==> config.mk <==
export PLATFORM = sky130hd
export DESIGN_NAME = div_share_ctrl
export DESIGN_NICKNAME = d
export VERILOG_FILES = /design/src/rtl/dsp_pkg.sv /design/src/rtl/seq_div_core.sv /design/src/rtl/div_share_ctrl.sv
export SDC_FILE = /design/constraint.sdc
export NUM_CORES = 1
export LEC_CHECK = 0
export CORE_AREA = 8 8 104 106
export DETAILED_ROUTE_END_ITERATION = 6
export DIE_AREA = 0 0 112 114
export GPL_ROUTABILITY_DRIVEN = 0
export PLACE_DENSITY = 0.76
export SKIP_CTS_REPAIR_TIMING = 1
export SLEW_MARGIN = 20
export SYNTH_ARGS = -nofsm -noshare
export SYNTH_HDL_FRONTEND = slang
export SYNTH_SLANG_ARGS = --single-unit
==> constraint.sdc <==
create_clock -name clk -period 2.2 [get_ports clk]
set_input_delay 0.44 -clock clk [delete_from_list [all_inputs] [get_ports clk]]
set_output_delay 0.44 -clock clk [all_outputs]
set_load 0.01 [all_outputs]
==> src/rtl/dsp_pkg.sv <==
// Shared types and constants for the shared iterative divider.
package dsp_pkg;

    localparam int DEFAULT_N = 16;

    typedef enum logic [1:0] {
        IDLE = 2'd0,
        RUN  = 2'd1,
        DONE = 2'd2
    } state_t;

    localparam logic ID_REQ0 = 1'b0;
    localparam logic ID_REQ1 = 1'b1;

endpackage

==> src/rtl/seq_div_core.sv <==
// Restoring shift-subtract divider datapath: one quotient bit per step.
module seq_div_core
    import dsp_pkg::*;
#(
    parameter int N = DEFAULT_N
) (
    input  logic         clk,
    input  logic         reset,
    input  logic         load,
    input  logic         step,
    input  logic [N-1:0] dividend,
    input  logic [N-1:0] divisor,
    output logic [N-1:0] quotient,
    output logic [N-1:0] remainder
);

    logic [N-1:0] quo_q;
    logic [N-1:0] rem_q;
    logic [N-1:0] dsr_q;
    logic [N:0]   partial;
    logic [N-1:0] rem_sub;
    logic         fits;

    // The shifted partial remainder is below 2*divisor, so the N-bit
    // wrap-around subtraction yields the exact difference whenever it fits.
    always_comb begin
        partial = {rem_q, quo_q[N-1]};
        fits    = (partial >= {1'b0, dsr_q});
        rem_sub = partial[N-1:0] - dsr_q;
    end

    // NOTE: state registers use non-blocking assignments so every flop samples
    // the pre-edge values, independent of statement order.
    always_ff @(posedge clk) begin
        if (reset) begin
            quo_q <= '0;
            rem_q <= '0;
            dsr_q <= '0;
        end else if (load) begin
            dsr_q <= divisor;
            if (divisor == '0) begin
                quo_q <= '1;
                rem_q <= dividend;
            end else begin
                quo_q <= dividend;
                rem_q <= '0;
            end
        end else if (step) begin
            quo_q <= {quo_q[N-2:0], fits};
            rem_q <= fits ? rem_sub : partial[N-1:0];
        end
    end

    assign quotient  = quo_q;
    assign remainder = rem_q;

endmodule

==> src/rtl/div_share_ctrl.sv <==
// Two-requester round-robin front end sequencing one shared iterative divider.
module div_share_ctrl
    import dsp_pkg::*;
#(
    parameter int N = DEFAULT_N
) (
    input  logic         clk,
    input  logic         reset,
    input  logic         req0_valid,
    output logic         req0_ready,
    input  logic [N-1:0] req0_dividend,
    input  logic [N-1:0] req0_divisor,
    input  logic         req1_valid,
    output logic         req1_ready,
    input  logic [N-1:0] req1_dividend,
    input  logic [N-1:0] req1_divisor,
    output logic         res_valid,
    input  logic         res_ready,
    output logic         res_id,
    output logic [N-1:0] quotient,
    output logic [N-1:0] remainder,
    output logic         div_by_zero,
    output logic         busy
);

    localparam int CW = $clog2(N + 1);

    state_t        state;
    state_t        state_nxt;
    logic [CW-1:0] cnt;
    logic          last_id;
    logic          grant_any;
    logic          grant_id;
    logic          load;
    logic          step;
    logic [N-1:0]  sel_dividend;
    logic [N-1:0]  sel_divisor;

    // Contention goes to the requester not served last; otherwise to whoever asks.
    assign grant_any    = req0_valid | req1_valid;
    assign grant_id     = (req0_valid & req1_valid) ? ~last_id : req1_valid;
    assign sel_dividend = (grant_id == ID_REQ1) ? req1_dividend : req0_dividend;
    assign sel_divisor  = (grant_id == ID_REQ1) ? req1_divisor  : req0_divisor;

    // NOTE: every signal driven here gets a default first, so no path can
    // leave one unassigned and infer a latch.
    always_comb begin
        state_nxt  = state;
        req0_ready = 1'b0;
        req1_ready = 1'b0;
        load       = 1'b0;
        step       = 1'b0;
        case (state)
            IDLE: begin
                if (grant_any) begin
                    req0_ready = (grant_id == ID_REQ0);
                    req1_ready = (grant_id == ID_REQ1);
                    load       = 1'b1;
                    state_nxt  = (sel_divisor == '0) ? DONE : RUN;
                end
            end
            RUN: begin
                step = 1'b1;
                if (cnt == CW'(1)) begin
                    state_nxt = DONE;
                end
            end
            DONE: begin
                if (res_ready) begin
                    state_nxt = IDLE;
                end
            end
            default: state_nxt = IDLE;
        endcase
    end

    always_ff @(posedge clk) begin
        if (reset) begin
            state       <= IDLE;
            cnt         <= '0;
            last_id     <= ID_REQ1;
            res_id      <= ID_REQ0;
            div_by_zero <= 1'b0;
        end else begin
            state <= state_nxt;
            if (load) begin
                cnt         <= (sel_divisor == '0) ? '0 : CW'(N);
                last_id     <= grant_id;
                res_id      <= grant_id;
                div_by_zero <= (sel_divisor == '0);
            end else if (step) begin
                cnt <= cnt - CW'(1);
            end
        end
    end

    assign res_valid = (state == DONE);
    assign busy      = (state != IDLE);

    seq_div_core #(
        .N(N)
    ) u_core (
        .clk      (clk),
        .reset    (reset),
        .load     (load),
        .step     (step),
        .dividend (sel_dividend),
        .divisor  (sel_divisor),
        .quotient (quotient),
        .remainder(remainder)
    );

endmodule

Yosys cells after proc, flatten, opt, wreduce, memory -nomap -nowiden. Index checks and enable logic that the tools add are counted.

Register bits: 58. Input port bits: 69. Output and inout port bits: 38. Word-level logic and storage cells: 51.

$add $sub $neg: 2. Order comparisons: 1. Equality and inequality tests: 6. Muxes and demuxes: 25. Bitwise operators: 4. Reductions and logical operators: 5.

Operators with widths (number): 16-bit 2-to-1 mux (9); 17-bit by 16-bit greater-or-equal comparator with 1-bit output (1); 16-bit zero test (1); 16-bit subtractor (1); 5-bit 2-to-1 mux (3); 1-bit 2-to-1 mux (8); 2-bit 2-to-1 mux (4); 2-bit case mux with 3 select lines (1); 5-bit by 1-bit == test with 1-bit output, second input constant (1); 5-bit by 1-bit subtractor with 5-bit output, second input constant (1); 2-bit != test, second input constant (2); 2-bit nonzero test (2); 3-bit AND reduction (1); 2-bit by 1-bit == test with 1-bit output, second input constant (1); 2-bit == test, second input constant (1); 2-bit zero test (1); 2-bit by 1-bit != test with 1-bit output, second input constant (1); 1-bit NOT (2); 1-bit AND (1); 1-bit bitwise OR (1).

Logic depth before layout (Yosys ltp). Gate-level depths: netlist (run 1).

Depth after elaboration: 7. Depth in mapped cells: 10. Depth with buffers taken out: 10.

Hierarchy. From an unflattened synthesis (run 1), not the netlist that was laid out.

Cells, all modules: 498. Area total of the unflattened synthesis: 4214.0 µm².

By module, submodules not included: seq_div_core (instances 1, cells an instance 391, area each 3245.6 µm², sequential area each 960.9 µm²); div_share_ctrl (instances 1, cells an instance 107, area each 968.4 µm², sequential area each 200.2 µm²).

Worst setup path after synthesis (run 1). Ideal clock, no wire load.

Path kind: flip-flop to flip-flop. Start point: register u_core.quo_q[15], in the netlist u_core.quotient[15]. End point: register u_core.rem_q[12], in the netlist u_core.remainder[12]. Library setup time: 0.091 ns. Data arrival time: 2.120 ns. Data required time: 2.109 ns. Setup slack: -0.011 ns. Cell stages (with the launch flop): 11. Path buffers: 0. Period minus slack after synthesis: 2.211 ns. Cell sequence: dfxtp_1 > inv_1 > ha_1 > inv_1 > fa_1 > a211oi_1 > o211ai_1 > a311oi_1 > xnor2_1 > nand2_1 > a311oi_1.

Cells in the longest elaborated chain, start to end: 4. Elaborated cells between the ends (all ways): 5. Those cells by class: add/sub: 1; order compare: 1; mux: 3.

Ends and longest elaborated chain: start, declared (line seq_div_core.sv:17) `logic [N-1:0] quo_q;`; start signal, assigned (line seq_div_core.sv:45) `quo_q <= dividend;`; start signal, assigned (line seq_div_core.sv:49) `quo_q <= {quo_q[N-2:0], fits};`; 16-bit subtractor or 17-bit by 16-bit greater-or-equal comparator with 1-bit output (tied branches) (line seq_div_core.sv:29, seq_div_core.sv:28); 16-bit 2-to-1 mux (*) (line seq_div_core.sv:50) `rem_q <= fits ? rem_sub : partial[N-1:0];`; 16-bit 2-to-1 mux (*) (line seq_div_core.sv:48) `end else if (step) begin`; 16-bit 2-to-1 mux (*) (line seq_div_core.sv:39) `end else if (load) begin`; end signal, assigned (line seq_div_core.sv:43) `rem_q <= dividend;`; end signal, assigned (line seq_div_core.sv:50); end, declared (line seq_div_core.sv:18) `logic [N-1:0] rem_q;`.

Every way passes the cells marked *; elsewhere a longest branch is shown, timed or not. The select of a mux whose other input is x is not followed. A chain may end at the register's enable or synchronous reset.

Worst setup path after layout (run 1).
Start point: register u_core.dsr_q[10]. End point: register u_core.rem_q[2], in the netlist u_core.remainder[2].

Cells in the longest elaborated chain, start to end: 4.

Ends and longest elaborated chain: start, declared (line seq_div_core.sv:19) `logic [N-1:0] dsr_q;`; start signal, assigned (line seq_div_core.sv:40) `dsr_q <= divisor;`; 17-bit by 16-bit greater-or-equal comparator with 1-bit output (line seq_div_core.sv:28) `fits = (partial >= {1'b0, dsr_q});`; 16-bit 2-to-1 mux (line seq_div_core.sv:50); 16-bit 2-to-1 mux (line seq_div_core.sv:48); 16-bit 2-to-1 mux (line seq_div_core.sv:39).

No other way between the ends. The select of a mux whose other input is x is not followed.

==> impl_metrics.env, run 1 <==
export IMPL_status="complete, but fails checks"
export IMPL_violations="negative setup slack"
export IMPL_worstPathMaxFanout=8
export IMPL_total_leakage_power_nw=2.48
export IMPL_overflow=0
export IMPL_clkTransAtPathRegs_ns=0.07
export IMPL_track_usage=0.223
export IMPL_wl_per_cell_microns=20.6
export IMPL_worstHoldEndpoint="u_core.quotient[6]"
export IMPL_period_share=1.06
export IMPL_hold_path_class="register to register"
export IMPL_synth_avg_cell_area_sq_um=8.11
export IMPL_place_ws_ns=-0.300
export IMPL_maxSlewHeadroom=0.672
export IMPL_grt_pass1_wl_mm=23.2
export IMPL_antenna_cells=0
export IMPL_fmax_ghz=0.429
export IMPL_syn_num_nets=577
export IMPL_grt_pass1_vias=4764
export IMPL_rsz0062_at_grt="true"
export IMPL_h_tree_depth=3
export IMPL_critical_path_cell_count=9
export IMPL_hold_viol=0
export IMPL_seq_area_frac_synth=0.293
export IMPL_die_w_microns=112
export IMPL_critPathCaptureType="register"
export IMPL_worst_setup_path_start_kind="register"
export IMPL_finalSetupViolCount=15
export IMPL_cp_top_family="compound AO/OA/AOI/OAI gates"
export IMPL_via_count=4834
export IMPL_synth_flop_cell="dfxtp_1"
export IMPL_routed_via_density=6.21
export IMPL_dr_pass1_iters=6
export IMPL_crit_type="register to register"
export IMPL_area_growth_pct=58.5
export IMPL_slowest_stage="a211o_1"
export IMPL_cts_buffer_depth=2
export IMPL_synth_seq_cells=58
export IMPL_ff2ff_path_depth=9
export IMPL_finalNetCount=753
export IMPL_ios=107
export IMPL_rows=35
export IMPL_synth_cells=489
export IMPL_power_per_cell_area_nw_per_um2=1390
export IMPL_holdWs_ns=0.476
export IMPL_crit_arrival_ns=2.55
export IMPL_grt_max_degree=45
export IMPL_drtIter0Drc=469
export IMPL_crit_buf_inv=2
export IMPL_cts_made_buffers=9
export IMPL_worstSkewPairLatency_ns=0.35
export IMPL_dp_hpwl_mm=11.4
export IMPL_routed_wl_mm=16.1
export IMPL_crit_path_cell_trace="inv_2, ha_4, a21oi_4, o211ai_1, a211o_1, o211a_4, buf_6, a221oi_2, a21oi_1"
export IMPL_drc=0
export IMPL_setup_ws_ns=-0.132
export IMPL_max_cap_viol_count=0
export IMPL_vdd_drop_max_v=0.000830
export IMPL_worst_hold_startpoint="u_core.quotient[6]"
export IMPL_clock_sinks=58
export IMPL_die_area_sq_um=12800
export IMPL_syn_area_sq_um=3970
export IMPL_cp_slowest_stage_delay_ns=0.35
export IMPL_r2r_end="u_core.remainder[2]"
export IMPL_hold_depth=2
export IMPL_yosys_cell_types_count=70
export IMPL_synth_edf_count=0
export IMPL_drive_gt1_frac=0.296
export IMPL_numPortBuffers=106
export IMPL_fin_crit_ns=2.33
export IMPL_die_height_microns=114
export IMPL_coreArea_sq_um=9110
export IMPL_skew_ns=0.00837
export IMPL_synth_common_cells="dfxtp_1 (58), a21oi_1 (47), nand2_1 (47), nor2_1 (41)"
export IMPL_synthTopCellsByArea="dfxtp_1 (29%), a21oi_1 (5.9%), ha_1 (5.7%)"
export IMPL_reg2reg_from="u_core.dsr_q[10]"
export IMPL_instances_no_fill=779
export IMPL_antenna_found_initial=0
export IMPL_tightest_slew_ns=0.492
export IMPL_synthMostInstantiatedCell="dfxtp_1"
export IMPL_placed_cells=757
export IMPL_synth_top_area_frac=0.293
export IMPL_initial_core_util=0.435
export IMPL_root_buffer="clkbuf_8"
export IMPL_worst_endpoint_required_ns=2.42
export IMPL_cts_tree="done"
export IMPL_synth_largest_area_cell="dfxtp_1"
export IMPL_drv_slew=0
export IMPL_async_reset_ff_frac=0
export IMPL_ant_nets=0
export IMPL_r2r_slack_ns=-0.13
export IMPL_yosys_warnings=0
==> cells in the final DEF (no fill, tap or decap), drive strengths merged, types with 3 or more instances in the layout <==
cell type,count
o21ai,26
mux2i,17
a21o,4
o211ai,6
nor4,9
clkdlybuf4s50,101
nand4,4
nor2,42
a41oi,8
ha,18
and2,4
nand3,24
dlymetal6s2s,5
a31oi,6
a221oi,3
dfxtp,58
nand3b,4
buf,89
nand2,48
and3,5
nand2b,4
inv,25
xnor2,3
a21oi,48
mux2,16
nor3,6
a221o,3
a21boi,3
o221ai,15
a211oi,17
xor2,4
clkbuf,11
a311oi,5
==> layout make-up <==
cell class / instances / area [sq um]
sequential: 58 / 1180
clock inverter: 3 / 40.0
inverter: 25 / 93.8
timing repair buffer: 195 / 1820
tap: 111 / 139
clock buffer: 11 / 151
fill: 698 / 2820
multi-input combinational: 376 / 2870
==> metrics by stage <==
step	power (W)	TNS (ns)	util	cell area [sq um]
after floorplan	0.00435	0	-	3970
after global placement	0.00627	-6.69	0.620	5650
after detailed placement	0.00645	-8.49	0.620	5650
after CTS	0.00748	-1.51	0.641	5840
after global routing	0.00917	-1.62	0.690	6280
final	0.00872	-0.658	0.690	6280
==> worst max-delay path by stage <==
stage | startpoint | endpoint
3_5_place_dp | req0_divisor[5] | u_core.remainder[7]
3_3_place_gp | req1_divisor[6] | u_core.quotient[13]
4_1_cts | req1_valid | req1_ready
6_report | u_core.dsr_q[10] | u_core.remainder[2]
5_1_grt | u_core.dsr_q[12] | u_core.remainder[2]
2_1_floorplan | u_core.quotient[15] | u_core.remainder[12]
==> flip-flops by register name (all words and copies together), names as in the netlist <==
signal / cells
u_core.dsr_q: 16
last_id: 1
res_id: 1
cnt: 5
div_by_zero: 1
u_core.quotient: 16
state: 2
u_core.remainder: 16
==> report_power, final <==
part / internal [W] / switching (W) / total, W
sequential: 0.00134 / 0.000258 / 0.00160
clock: 0.000568 / 0.000440 / 0.00101
combinational: 0.00291 / 0.00320 / 0.00611
total: 0.00482 / 0.00390 / 0.00872
==> routing by layer <==
| layer | share of wire | GRT usage | routed length (microns) |
|---|---|---|---|
| met1 | 0.38 | 0.251 | 6060 |
| met2 | 0.50 | 0.397 | 8040 |
| met3 | 0.081 | 0.0449 | 1300 |
| met4 | 0.040 | 0.110 | 646 |
| met5 | 0 | 0 | 0 |
==> kinds of logic (layout without fill, tap and decap cells) <==
| kind of cell | Yosys count | after routing | synth area share |
|---|---|---|---|
| AO/OA/AOI/OAI | 158 | 158 | 0.278 |
| XOR/XNOR | 7 | 7 | 0.0155 |
| adder cells (fa/ha/maj) | 19 | 19 | 0.0619 |
| buffers and inverters | 55 | 234 | 0.0688 |
| flip-flops | 58 | 58 | 0.293 |
| multiplexers | 33 | 33 | 0.0884 |
| AND/OR/NAND/NOR | 159 | 159 | 0.195 |
==> worst min-delay path, cell delays in order (launching register included) <==
cell	delay, ns
dfxtp_1	0.32
nand2_1	0.06
a21oi_1	0.05
Power figures use the tool's default switching activity.
==> run 2, diff against run 1 <==
--- a/config.mk
+++ b/config.mk
@@ -5,13 +5,15 @@
 export SDC_FILE = /design/constraint.sdc
 export NUM_CORES = 1
 export LEC_CHECK = 0
+export CAP_MARGIN = 10
 export CORE_AREA = 8 8 104 106
 export DETAILED_ROUTE_END_ITERATION = 6
 export DIE_AREA = 0 0 112 114
 export GPL_ROUTABILITY_DRIVEN = 0
-export PLACE_DENSITY = 0.76
+export PLACE_DENSITY = 0.83
 export SKIP_CTS_REPAIR_TIMING = 1
 export SLEW_MARGIN = 20
 export SYNTH_ARGS = -nofsm -noshare
 export SYNTH_HDL_FRONTEND = slang
 export SYNTH_SLANG_ARGS = --single-unit
+export TNS_END_PERCENT = 5
==> run 2 against run 1 <==
The flow finishes with violations (design-rule violations, negative setup slack); wire length shrank 2.9%; worst setup slack lost 0.18 ns; non-clock buffer count shrank 11; cell count shrank 1.2%.
==> impl_metrics.env, run 2 (synthesis results as in run 1) <==
export IMPL_h_tree_depth=3
export IMPL_seq_area_sq_um=1170
export IMPL_worst_hold_startpoint="u_core.quotient[3]"
export IMPL_dp_hpwl_mm=11.7
export IMPL_cp_top_family="compound AO/OA/AOI/OAI gates"
export IMPL_power_per_cell_area_nw_per_um2=1350
export IMPL_skew_ns=0.00995
export IMPL_finalNetCount=742
export IMPL_maxSlewHeadroom=0.642
export IMPL_violations="design-rule violations, negative setup slack"
export IMPL_r2r_end="u_core.remainder[14]"
export IMPL_crit_buf_inv=2
export IMPL_rows=35
export IMPL_fill_cells=669
export IMPL_worst_setup_path_start_kind="register"
export IMPL_antenna_cells=0
export IMPL_root_buffer="clkbuf_8"
export IMPL_tightest_slew_ns=0.537
export IMPL_area_growth_pct=54.0
export IMPL_fin_crit_ns=2.51
export IMPL_rsz0062_at_grt="true"
export IMPL_hold_path_class="register to register"
export IMPL_hold_depth=2
export IMPL_crit_arrival_ns=2.74
export IMPL_reg2reg_from="u_core.dsr_q[0]"
export IMPL_crit_type="register to register"
export IMPL_routed_via_density=6.13
export IMPL_gr_usage_met1=0.250
export IMPL_drv_slew=0
export IMPL_multi_input_area_sq_um=2780
export IMPL_finalSetupViolCount=10
export IMPL_cp_slowest_stage_delay_ns=0.38
export IMPL_wl_per_cell_microns=20.2
export IMPL_worstHoldEndpoint="u_core.quotient[3]"
export IMPL_grt_max_degree=35
export IMPL_ff2ff_path_depth=10
export IMPL_cts_tree="done"
export IMPL_clock_sinks=58
export IMPL_grt_pass1_wl_mm=24.0
export IMPL_power_total_w=0.00827
export IMPL_coreArea_sq_um=9110
export IMPL_worstPathMaxFanout=2
export IMPL_drc=2
export IMPL_grt_pass1_vias=4813
export IMPL_hold_viol=0
export IMPL_finalSetupTns_ns=-0.761
export IMPL_crit_path_cell_trace="ha_4, inv_2, fa_2, a211oi_2, o211ai_1, buf_4, and3_4, o21ai_2, nand3b_1, a311oi_2"
export IMPL_r2r_slack_ns=-0.31
export IMPL_period_share=1.14
export IMPL_critPathCaptureType="register"
export IMPL_total_leakage_power_nw=2.41
export IMPL_clkTransAtPathRegs_ns=0.07
export IMPL_grt_met2_usage=0.417
export IMPL_worst_endpoint_required_ns=2.43
export IMPL_track_usage=0.233
export IMPL_final_common_cell="clkdlybuf4s50_1"
export IMPL_overflow=0
export IMPL_cts_buffer_depth=2
export IMPL_worstSkewPairLatency_ns=0.34
export IMPL_met3_usage=0.0507
export IMPL_die_w_microns=112
export IMPL_instances_no_fill=770
export IMPL_max_cap_viol_count=0
export IMPL_die_area_sq_um=12800
export IMPL_drive_gt1_frac=0.249
export IMPL_ios=107
export IMPL_status="complete, but fails checks"
export IMPL_via_count=4721
export IMPL_grt_busiest_layer="met2"
export IMPL_cts_made_buffers=9
export IMPL_setup_ws_ns=-0.315
export IMPL_die_height_microns=114
export IMPL_routed_wl_mm=15.6
export IMPL_placed_cells=751
export IMPL_drtIter0Drc=400
export IMPL_numPortBuffers=106
export IMPL_antenna_found_initial=0
export IMPL_ant_nets=0
export IMPL_place_ws_ns=-0.384
export IMPL_fmax_ghz=0.398
export IMPL_initial_core_util=0.435
export IMPL_vdd_drop_max_v=0.000544
export IMPL_slowest_stage="fa_2"
export IMPL_dr_pass1_iters=7
export IMPL_final_cell_mix="clkdlybuf4s50_1 (102), buf_4 (73), dfxtp_1 (51), nand2_1 (46), a21oi_1 (44)"
[run 2: cell types whose count changed in the layout (fill, tap and decap cells not counted), moves of 5 or more]
cell,previous run,this run
a41oi_1,1,6
a41oi_2,7,2
buf_6,10,2
nand3_1,17,22
nand3_2,6,1
[run 2: final cells by class]
class,count,area share
Multi-Input combinational cell,376,0.456
Timing Repair Buffer,184,0.279
Sequential cell,58,0.192
Clock buffer,11,0.0232
Tap cell,111,0.0228
Inverter,25,0.0154
Clock inverter,5,0.0127
[run 2: through the flow]
stage / utilization / hold WS [ns] / area [sq um]
CTS: 0.641 / 0.471 / 5830
global placement: 0.616 / 0.455 / 5620
global route: 0.670 / 0.492 / 6100
floorplan: - / 0.438 / 3970
detailed placement: 0.616 / 0.464 / 5620
finish: 0.670 / 0.470 / 6100
[run 2: worst max path at each step]
stage | to | slack [ns] | start | cells past startpoint
after floorplan | u_core.remainder[12] | 0.04 | u_core.quotient[15] | 10
after global placement | u_core.quotient[6] | -0.29 | req1_divisor[13] | 9
after detailed placement | u_core.quotient[14] | -0.38 | req1_divisor[13] | 9
after CTS | u_core.remainder[12] | -0.24 | u_core.quotient[15] | 10
after global routing | u_core.remainder[14] | -0.39 | u_core.quotient[15] | 11
final | u_core.remainder[14] | -0.31 | u_core.dsr_q[0] | 10
[run 2: report_power, final]
group          switching (W)  internal [W]
sequential          0.000273       0.00134
combinational        0.00283       0.00271
clock               0.000446      0.000665
total                0.00355       0.00472
[run 2: per-layer routing]
metal | wire length (microns) | part of all wire
met5 | 0 | 0
met3 | 1050 | 0.067
met1 | 5740 | 0.37
met2 | 7980 | 0.51
met4 | 815 | 0.052
[run 2: worst reg2reg max path, stage by stage, from the launching register on]
cell and delay, ns:
dfxtp_2 0.37, ha_4 0.15, inv_2 0.04, fa_2 0.38, a211oi_2 0.25, o211ai_1 0.22, buf_4 0.20, and3_4 0.15
o21ai_2 0.12, nand3b_1 0.17, a311oi_2 0.35
